$ cat src/rtl/proc_pkg.sv
// Shared types and default widths for the unified memory port arbiter.
package proc_pkg;

    localparam int ADDR_W_DEF = 64;
    localparam int DATA_W_DEF = 64;

    typedef enum logic {
        IDLE = 1'b0,
        BUSY = 1'b1
    } state_t;

    typedef enum logic {
        OWN_IF = 1'b0,
        OWN_DM = 1'b1
    } owner_t;

endpackage

$ cat src/rtl/mem_port_arbiter_if.sv
// Fetch, data-stage and memory-side signals of the shared memory port.
interface mem_port_arbiter_if
    import proc_pkg::*;
#(
    parameter int ADDR_W = ADDR_W_DEF,
    parameter int DATA_W = DATA_W_DEF
) ();

    logic              if_req;
    logic [ADDR_W-1:0] if_addr;
    logic              if_gnt;
    logic              if_rvalid;
    logic [DATA_W-1:0] if_rdata;

    logic              dm_req;
    logic              dm_we;
    logic [ADDR_W-1:0] dm_addr;
    logic [DATA_W-1:0] dm_wdata;
    logic              dm_gnt;
    logic              dm_rvalid;
    logic [DATA_W-1:0] dm_rdata;

    logic              mem_en;
    logic              mem_we;
    logic [ADDR_W-1:0] mem_addr;
    logic [DATA_W-1:0] mem_wdata;
    logic [DATA_W-1:0] mem_rdata;

    logic              stall_if;
    logic              stall_dm;

    // Requesters and the memory array drive this side
    modport master (
        output if_req, if_addr,
        output dm_req, dm_we, dm_addr, dm_wdata,
        output mem_rdata,
        input  if_gnt, if_rvalid, if_rdata,
        input  dm_gnt, dm_rvalid, dm_rdata,
        input  mem_en, mem_we, mem_addr, mem_wdata,
        input  stall_if, stall_dm
    );

    modport slave (
        input  if_req, if_addr,
        input  dm_req, dm_we, dm_addr, dm_wdata,
        input  mem_rdata,
        output if_gnt, if_rvalid, if_rdata,
        output dm_gnt, dm_rvalid, dm_rdata,
        output mem_en, mem_we, mem_addr, mem_wdata,
        output stall_if, stall_dm
    );

endinterface

$ cat src/rtl/mem_lat_timer.sv
// Counts the fixed memory read latency of the outstanding access; done marks the completion cycle.
module mem_lat_timer #(
    parameter int MEM_LAT = 2
) (
    input  logic clk,
    input  logic reset,
    input  logic load,
    output logic done
);

    localparam int CW = $clog2(MEM_LAT + 1);
    localparam logic [CW-1:0] LAT_END = CW'(MEM_LAT);
    localparam logic [CW-1:0] ONE     = CW'(1);

    logic [CW-1:0] lat_cnt;

    // Zero means no access in flight; a completion without a reload parks the counter at zero
    always_ff @(posedge clk) begin
        if (!reset) begin
            lat_cnt <= '0;
        end else if (load) begin
            lat_cnt <= ONE;
        end else if (lat_cnt == LAT_END) begin
            lat_cnt <= '0;
        end else if (lat_cnt != '0) begin
            lat_cnt <= lat_cnt + ONE;
        end
    end

    assign done = (lat_cnt == LAT_END);

endmodule

$ cat src/rtl/mem_port_arbiter.sv
// Single-port memory arbiter between fetch and data stages: data priority, bounded fetch starvation.
module mem_port_arbiter
    import proc_pkg::*;
#(
    parameter int ADDR_W     = ADDR_W_DEF,
    parameter int DATA_W     = DATA_W_DEF,
    parameter int MEM_LAT    = 2,
    parameter int STARVE_MAX = 4
) (
    input  logic               clk,
    input  logic               reset,
    mem_port_arbiter_if.slave  bus
);

    localparam int SW = $clog2(STARVE_MAX + 1);
    localparam logic [SW-1:0] STARVE_SAT = SW'(STARVE_MAX);
    localparam logic [ADDR_W-1:0] ADDR_ZERO = '0;
    localparam logic [DATA_W-1:0] DATA_ZERO = '0;

    state_t        state_q, state_d;
    owner_t        owner_q, owner_d;
    logic [SW-1:0] starve_q, starve_d;
    logic          lat_done, done, window, starve_full, if_win, dm_win;

    mem_lat_timer #(.MEM_LAT(MEM_LAT)) u_timer (
        .clk   (clk),
        .reset (reset),
        .load  (if_win | dm_win),
        .done  (lat_done)
    );

    // A grant may overlap the completion cycle, giving one access every MEM_LAT cycles
    assign done        = (state_q == BUSY) & lat_done;
    assign window      = reset & ((state_q == IDLE) | done);
    assign starve_full = (starve_q == STARVE_SAT);
    assign if_win      = window & bus.if_req & (starve_full | ~bus.dm_req);
    assign dm_win      = window & bus.dm_req & ~(starve_full & bus.if_req);

    always_ff @(posedge clk) begin
        if (!reset) begin
            state_q  <= IDLE;
            owner_q  <= OWN_IF;
            starve_q <= '0;
        end else begin
            state_q  <= state_d;
            owner_q  <= owner_d;
            starve_q <= starve_d;
        end
    end

    always_comb begin
        state_d  = state_q;
        owner_d  = owner_q;
        starve_d = starve_q;
        if (if_win) begin
            state_d  = BUSY;
            owner_d  = OWN_IF;
            starve_d = '0;
        end else if (dm_win) begin
            state_d = BUSY;
            owner_d = OWN_DM;
            if (bus.if_req && !starve_full) starve_d = starve_q + SW'(1);
        end else if (done) begin
            state_d = IDLE;
        end
    end

    // Every output is gated by reset so nothing leaks out of an abandoned transaction
    always_comb begin
        bus.if_gnt    = if_win;
        bus.dm_gnt    = dm_win;
        bus.mem_en    = if_win | dm_win;
        bus.mem_we    = dm_win & bus.dm_we;
        bus.mem_addr  = ADDR_ZERO;
        bus.mem_wdata = DATA_ZERO;
        if (if_win) begin
            bus.mem_addr = bus.if_addr;
        end else if (dm_win) begin
            bus.mem_addr  = bus.dm_addr;
            bus.mem_wdata = bus.dm_wdata;
        end
        bus.if_rvalid = reset & done & (owner_q == OWN_IF);
        bus.dm_rvalid = reset & done & (owner_q == OWN_DM);
        bus.if_rdata  = bus.if_rvalid ? bus.mem_rdata : DATA_ZERO;
        bus.dm_rdata  = bus.dm_rvalid ? bus.mem_rdata : DATA_ZERO;
        bus.stall_if  = reset & ((bus.if_req & ~if_win) |
                        ((state_q == BUSY) & (owner_q == OWN_IF) & ~bus.if_rvalid));
        bus.stall_dm  = reset & ((bus.dm_req & ~dm_win) |
                        ((state_q == BUSY) & (owner_q == OWN_DM) & ~bus.dm_rvalid));
    end

endmodule

$ cat src/flat_wrapper.sv
// flat-port wrapper written by rule: the top's interface ports become plain ports
module mem_port_arbiter_flat import proc_pkg::*;
#(
    parameter int ADDR_W     = ADDR_W_DEF,
    parameter int DATA_W     = DATA_W_DEF,
    parameter int MEM_LAT    = 2,
    parameter int STARVE_MAX = 4
)
  (clk, reset, bus_if_req, bus_if_addr, bus_dm_req, bus_dm_we, bus_dm_addr, bus_dm_wdata, bus_mem_rdata, bus_if_gnt, bus_if_rvalid, bus_if_rdata, bus_dm_gnt, bus_dm_rvalid, bus_dm_rdata, bus_mem_en, bus_mem_we, bus_mem_addr, bus_mem_wdata, bus_stall_if, bus_stall_dm);
  mem_port_arbiter_if #(.ADDR_W(ADDR_W), .DATA_W(DATA_W)) bus_i ();
  input  logic clk;
  input  logic reset;
  input wire logic [$bits(bus_i.if_req)-1:0] bus_if_req;
  input wire logic [$bits(bus_i.if_addr)-1:0] bus_if_addr;
  input wire logic [$bits(bus_i.dm_req)-1:0] bus_dm_req;
  input wire logic [$bits(bus_i.dm_we)-1:0] bus_dm_we;
  input wire logic [$bits(bus_i.dm_addr)-1:0] bus_dm_addr;
  input wire logic [$bits(bus_i.dm_wdata)-1:0] bus_dm_wdata;
  input wire logic [$bits(bus_i.mem_rdata)-1:0] bus_mem_rdata;
  output wire logic [$bits(bus_i.if_gnt)-1:0] bus_if_gnt;
  output wire logic [$bits(bus_i.if_rvalid)-1:0] bus_if_rvalid;
  output wire logic [$bits(bus_i.if_rdata)-1:0] bus_if_rdata;
  output wire logic [$bits(bus_i.dm_gnt)-1:0] bus_dm_gnt;
  output wire logic [$bits(bus_i.dm_rvalid)-1:0] bus_dm_rvalid;
  output wire logic [$bits(bus_i.dm_rdata)-1:0] bus_dm_rdata;
  output wire logic [$bits(bus_i.mem_en)-1:0] bus_mem_en;
  output wire logic [$bits(bus_i.mem_we)-1:0] bus_mem_we;
  output wire logic [$bits(bus_i.mem_addr)-1:0] bus_mem_addr;
  output wire logic [$bits(bus_i.mem_wdata)-1:0] bus_mem_wdata;
  output wire logic [$bits(bus_i.stall_if)-1:0] bus_stall_if;
  output wire logic [$bits(bus_i.stall_dm)-1:0] bus_stall_dm;
  assign bus_i.if_req = bus_if_req;
  assign bus_i.if_addr = bus_if_addr;
  assign bus_i.dm_req = bus_dm_req;
  assign bus_i.dm_we = bus_dm_we;
  assign bus_i.dm_addr = bus_dm_addr;
  assign bus_i.dm_wdata = bus_dm_wdata;
  assign bus_i.mem_rdata = bus_mem_rdata;
  assign bus_if_gnt = bus_i.if_gnt;
  assign bus_if_rvalid = bus_i.if_rvalid;
  assign bus_if_rdata = bus_i.if_rdata;
  assign bus_dm_gnt = bus_i.dm_gnt;
  assign bus_dm_rvalid = bus_i.dm_rvalid;
  assign bus_dm_rdata = bus_i.dm_rdata;
  assign bus_mem_en = bus_i.mem_en;
  assign bus_mem_we = bus_i.mem_we;
  assign bus_mem_addr = bus_i.mem_addr;
  assign bus_mem_wdata = bus_i.mem_wdata;
  assign bus_stall_if = bus_i.stall_if;
  assign bus_stall_dm = bus_i.stall_dm;
  mem_port_arbiter #(.ADDR_W(ADDR_W), .DATA_W(DATA_W), .MEM_LAT(MEM_LAT), .STARVE_MAX(STARVE_MAX)) u_core (.clk(clk), .reset(reset), .bus(bus_i));
endmodule
$ cat config.mk
export PLATFORM = sky130hd
export DESIGN_NAME = mem_port_arbiter_flat
export DESIGN_NICKNAME = d
export VERILOG_FILES = /design/src/rtl/proc_pkg.sv /design/src/rtl/mem_port_arbiter_if.sv /design/src/rtl/mem_lat_timer.sv /design/src/rtl/mem_port_arbiter.sv /design/src/flat_wrapper.sv
export SDC_FILE = /design/constraint.sdc
export NUM_CORES = 1
export LEC_CHECK = 0
export CAP_MARGIN = 20
export CORE_AREA = 2 2 202 204
export DETAILED_ROUTE_END_ITERATION = 16
export DIE_AREA = 0 0 204 206
export GPL_TIMING_DRIVEN = 0
export PLACE_DENSITY = 0.36
export SLEW_MARGIN = 0
export SYNTH_ARGS = -nofsm -noshare
export SYNTH_HDL_FRONTEND = slang
export SYNTH_SLANG_ARGS = --single-unit
$ cat constraint.sdc
create_clock -name clk -period 1.4 [get_ports clk]
set_input_delay 0.14 -clock clk [delete_from_list [all_inputs] [get_ports clk]]
set_output_delay 0.14 -clock clk [all_outputs]
set_load 0.01 [all_outputs]
==> flow_metrics.env <==
export IMPL_p_int_w=0.002703
export IMPL_critPathCaptureType="output pin"
export IMPL_final_nets=1417
export IMPL_crit_type="register to output pin"
export IMPL_stdcell_count=1683
export IMPL_dr_pass1_iters=4
export IMPL_wirelength_mm=31.47
export IMPL_cap_violations=0
export IMPL_cts_buffers_inserted=3
export IMPL_min_period_ps=2011
export IMPL_irDropWorstVdd_v=0.0003293
export IMPL_ant_nets=0
export IMPL_final_layout_size_suffix_gt1_share_pct=68.00
export IMPL_fin_crit_sh_pct=143.6
export IMPL_antenna_found_initial=1
export IMPL_syn_to_final_growth_pct=320.2
export IMPL_crit_arrival_ps=1870
export IMPL_fillerInstances=4297
export IMPL_worstPathMaxFanout=6
export IMPL_vias_per_cell=3.702
export IMPL_core_area_mm2=0.04018
export IMPL_cts_tree="done"
export IMPL_grt_pass1_vias=6061
export IMPL_grt_usage_pct=13.18
export IMPL_final_common_cell="clkdlybuf4s50_1"
export IMPL_wl_per_cell_um=18.70
export IMPL_ys_types=31
export IMPL_max_freq_mhz=497.3
export IMPL_whs_endpoint="u_core.state_q"
export IMPL_gp_congestion=0.7722
export IMPL_ys_warnings_count=0
export IMPL_synth_edf_count=0
export IMPL_avgSynthCellArea_um2=5.785
export IMPL_slew_violations=0
export IMPL_grt_pass1_wl_mm=41.30
export IMPL_final_cell_mix="clkdlybuf4s50_1, buf_6, and2_4"
export IMPL_post_dp_cell_area_mm2=0.009270
export IMPL_status="finished, violations left"
export IMPL_setup_slack_ps=-610.8
export IMPL_p_sw_share_pct=37.38
export IMPL_pwr_share_seq_pct=6.3
export IMPL_grt_max_degree=11
export IMPL_maxSlewHeadroom_pct=52.38
export IMPL_hold_path_depth=3
export IMPL_syn_num_nets=768
export IMPL_switchingPower_w=0.001614
export IMPL_finalHoldViolations=0
export IMPL_r2r_slack_ps=-230
export IMPL_drc=0
export IMPL_die_area_mm2=0.04202
export IMPL_stdcell_area_mm2=0.01220
export IMPL_violations="setup timing"
export IMPL_p_leak_nw=5.293
export IMPL_grt_overflow=0
export IMPL_dp_cells=1555
export IMPL_ys_dominant_reg_cell="dfxtp_1"
export IMPL_insertion_delay_ps=240
export IMPL_start_util_pct=7.227
export IMPL_power_frac_comb_pct=82.0
export IMPL_min_path_type="input pin to register"
export IMPL_cts_hold_buf=0
export IMPL_worstMarginPinSlew_ps=714.3
export IMPL_rsz0062_at_grt="yes"
export IMPL_htree_levels=1
export IMPL_die_w_um=204
export IMPL_clockRootBuffer="clkbuf_16"
export IMPL_timing_rr_start="u_core.state_q"
export IMPL_fin_skew_ps=5.655
export IMPL_r2r_end="u_core.owner_q"
export IMPL_synthCells=502
export IMPL_drt_iter0_markers=231
export IMPL_p_clk_share_pct=11.7
export IMPL_die_h_um=206
export IMPL_ff_latch_area_um2=146.4
export IMPL_reg2reg_depth=7
export IMPL_final_setup_viol_count=266
export IMPL_rows=74
export IMPL_port_buffers=521
export IMPL_path_clk_slew_ps=40
export IMPL_power_density_mw_per_mm2=353.7
export IMPL_multi_input_area_mm2=0.003842
export IMPL_synth_area_mm2=0.002904
export IMPL_num_vias=6230
export IMPL_dp_hpwl_mm=23.27
export IMPL_cts_buffer_depth=2
export IMPL_ys_seq_area_share_pct=4.826
export IMPL_num_io_pins=525
export IMPL_synth_ff_latch_count=7
export IMPL_hold_start="reset"
export IMPL_startpoint_type="register"
export IMPL_synth_async_reset_ratio_pct=0
export IMPL_cts_sinks=7
export IMPL_power_w=0.004316
export IMPL_cp_data_required_time_ps=1260
export IMPL_fin_tns_setup_ps=-127200
[critical path: stages (launching register included)]
cell and delay, ps:
dfxtp_2 330, inv_2 50, ha_4 170, buf_4 140, buf_6 120, buf_6 110, nand3_4 130, buf_8 140
buf_6 100, nand3_4 80, a21oi_2 130, buf_2 140
[layer usage]
metal  vias to the layer above  wire length (um)  track usage [%]
met1                      2916             10870            13.51
met3                        22              2620            3.784
li1                       2997                 -                -
met2                       295             17470            26.08
met4                         0               513            3.054
met5                         -                 0                0
[area by class of cell]
class                           instances  share of cell area, %
Antenna cell                            1                0.02051
Buffer                                 44                  4.871
Clock buffer                            4                 0.6460
Inverter                                8                 0.2461
Multi-Input combinational cell        433                  31.49
Sequential cell                         7                  1.200
Tap cell                              532                  5.455
Timing Repair Buffer                  654                  56.07
[logic make-up after synthesis]
family	Yosys count	share of synthesized area, %
AO/OA/AOI/OAI	77	14.00
adder cells (fa/ha/maj)	5	2.154
buffers and inverters	65	9.608
flip-flops	7	4.825
multiplexers	2	0.7324
AND/OR/NAND/NOR	346	68.68
[flip-flops by register name (all words and copies together), names as in the netlist]
register / flops
u_core.owner_q: 1
u_core.starve_q: 3
u_core.state_q: 1
u_core.u_timer.lat_cnt: 2
[Yosys cell counts, drive strengths merged, types with 2 or more instances]
master  count  area share [%]
nand3     130              22
ha          5             2.2
nand2       7            0.90
o21ai       3            0.52
a21oi      67              12
o31ai       2            0.52
buf        18             3.4
clkbuf     39             5.1
nand4       3            0.65
dfxtp       7             4.8
and2      194              42
nor2        4            0.52
inv         8             1.0
nand2b      2            0.43
[repair_timing]
item | 4_1_cts | 5_1_grt
gates cloned | 24 | 11
gates resized for setup | 1369 | 375
endpoints found under the setup margin | 266 | 269
pin swaps | 77 | 99
setup buffers | 76 | 36
[how the worst max path moves through the flow]
stage / start / endpoint / slack (ps) / depth (start not counted)
2_1_floorplan: u_core.starve_q[0] / bus_mem_wdata[25] / -180 / 7
3_3_place_gp: bus_dm_req / bus_mem_addr[24] / -1210 / 6
3_5_place_dp: u_core.starve_q[0] / bus_mem_addr[56] / -1170 / 7
4_1_cts: u_core.u_timer.lat_cnt[0] / bus_dm_rdata[18] / -620 / 10
5_1_grt: u_core.starve_q[1] / bus_mem_addr[57] / -700 / 11
6_report: u_core.starve_q[1] / bus_mem_addr[33] / -610 / 11
[power by group through the flow]
stage	sequential, W	clock [W]	combinational (W)
after floorplan	0.000258	0	0.00102
final	0.000272	0.000503	0.00354
after detailed placement	0.000264	0	0.00265
after global placement	0.000264	0	0.00267
after CTS	0.000270	0.000506	0.00321
after global routing	0.000276	0.000522	0.00378
[per-stage QoR]
step	setup WS [ps]	util (%)	hold WS (ps)
6_report	-610.8	30.36	304.3
5_1_grt	-695.5	30.36	328.3
4_1_cts	-619.9	26.61	309.6
3_5_place_dp	-1167	23.07	483.4
3_3_place_gp	-1206	23.07	478.1
2_1_floorplan	-184.6	-	403.7
Power figures use the tool's default switching activity.
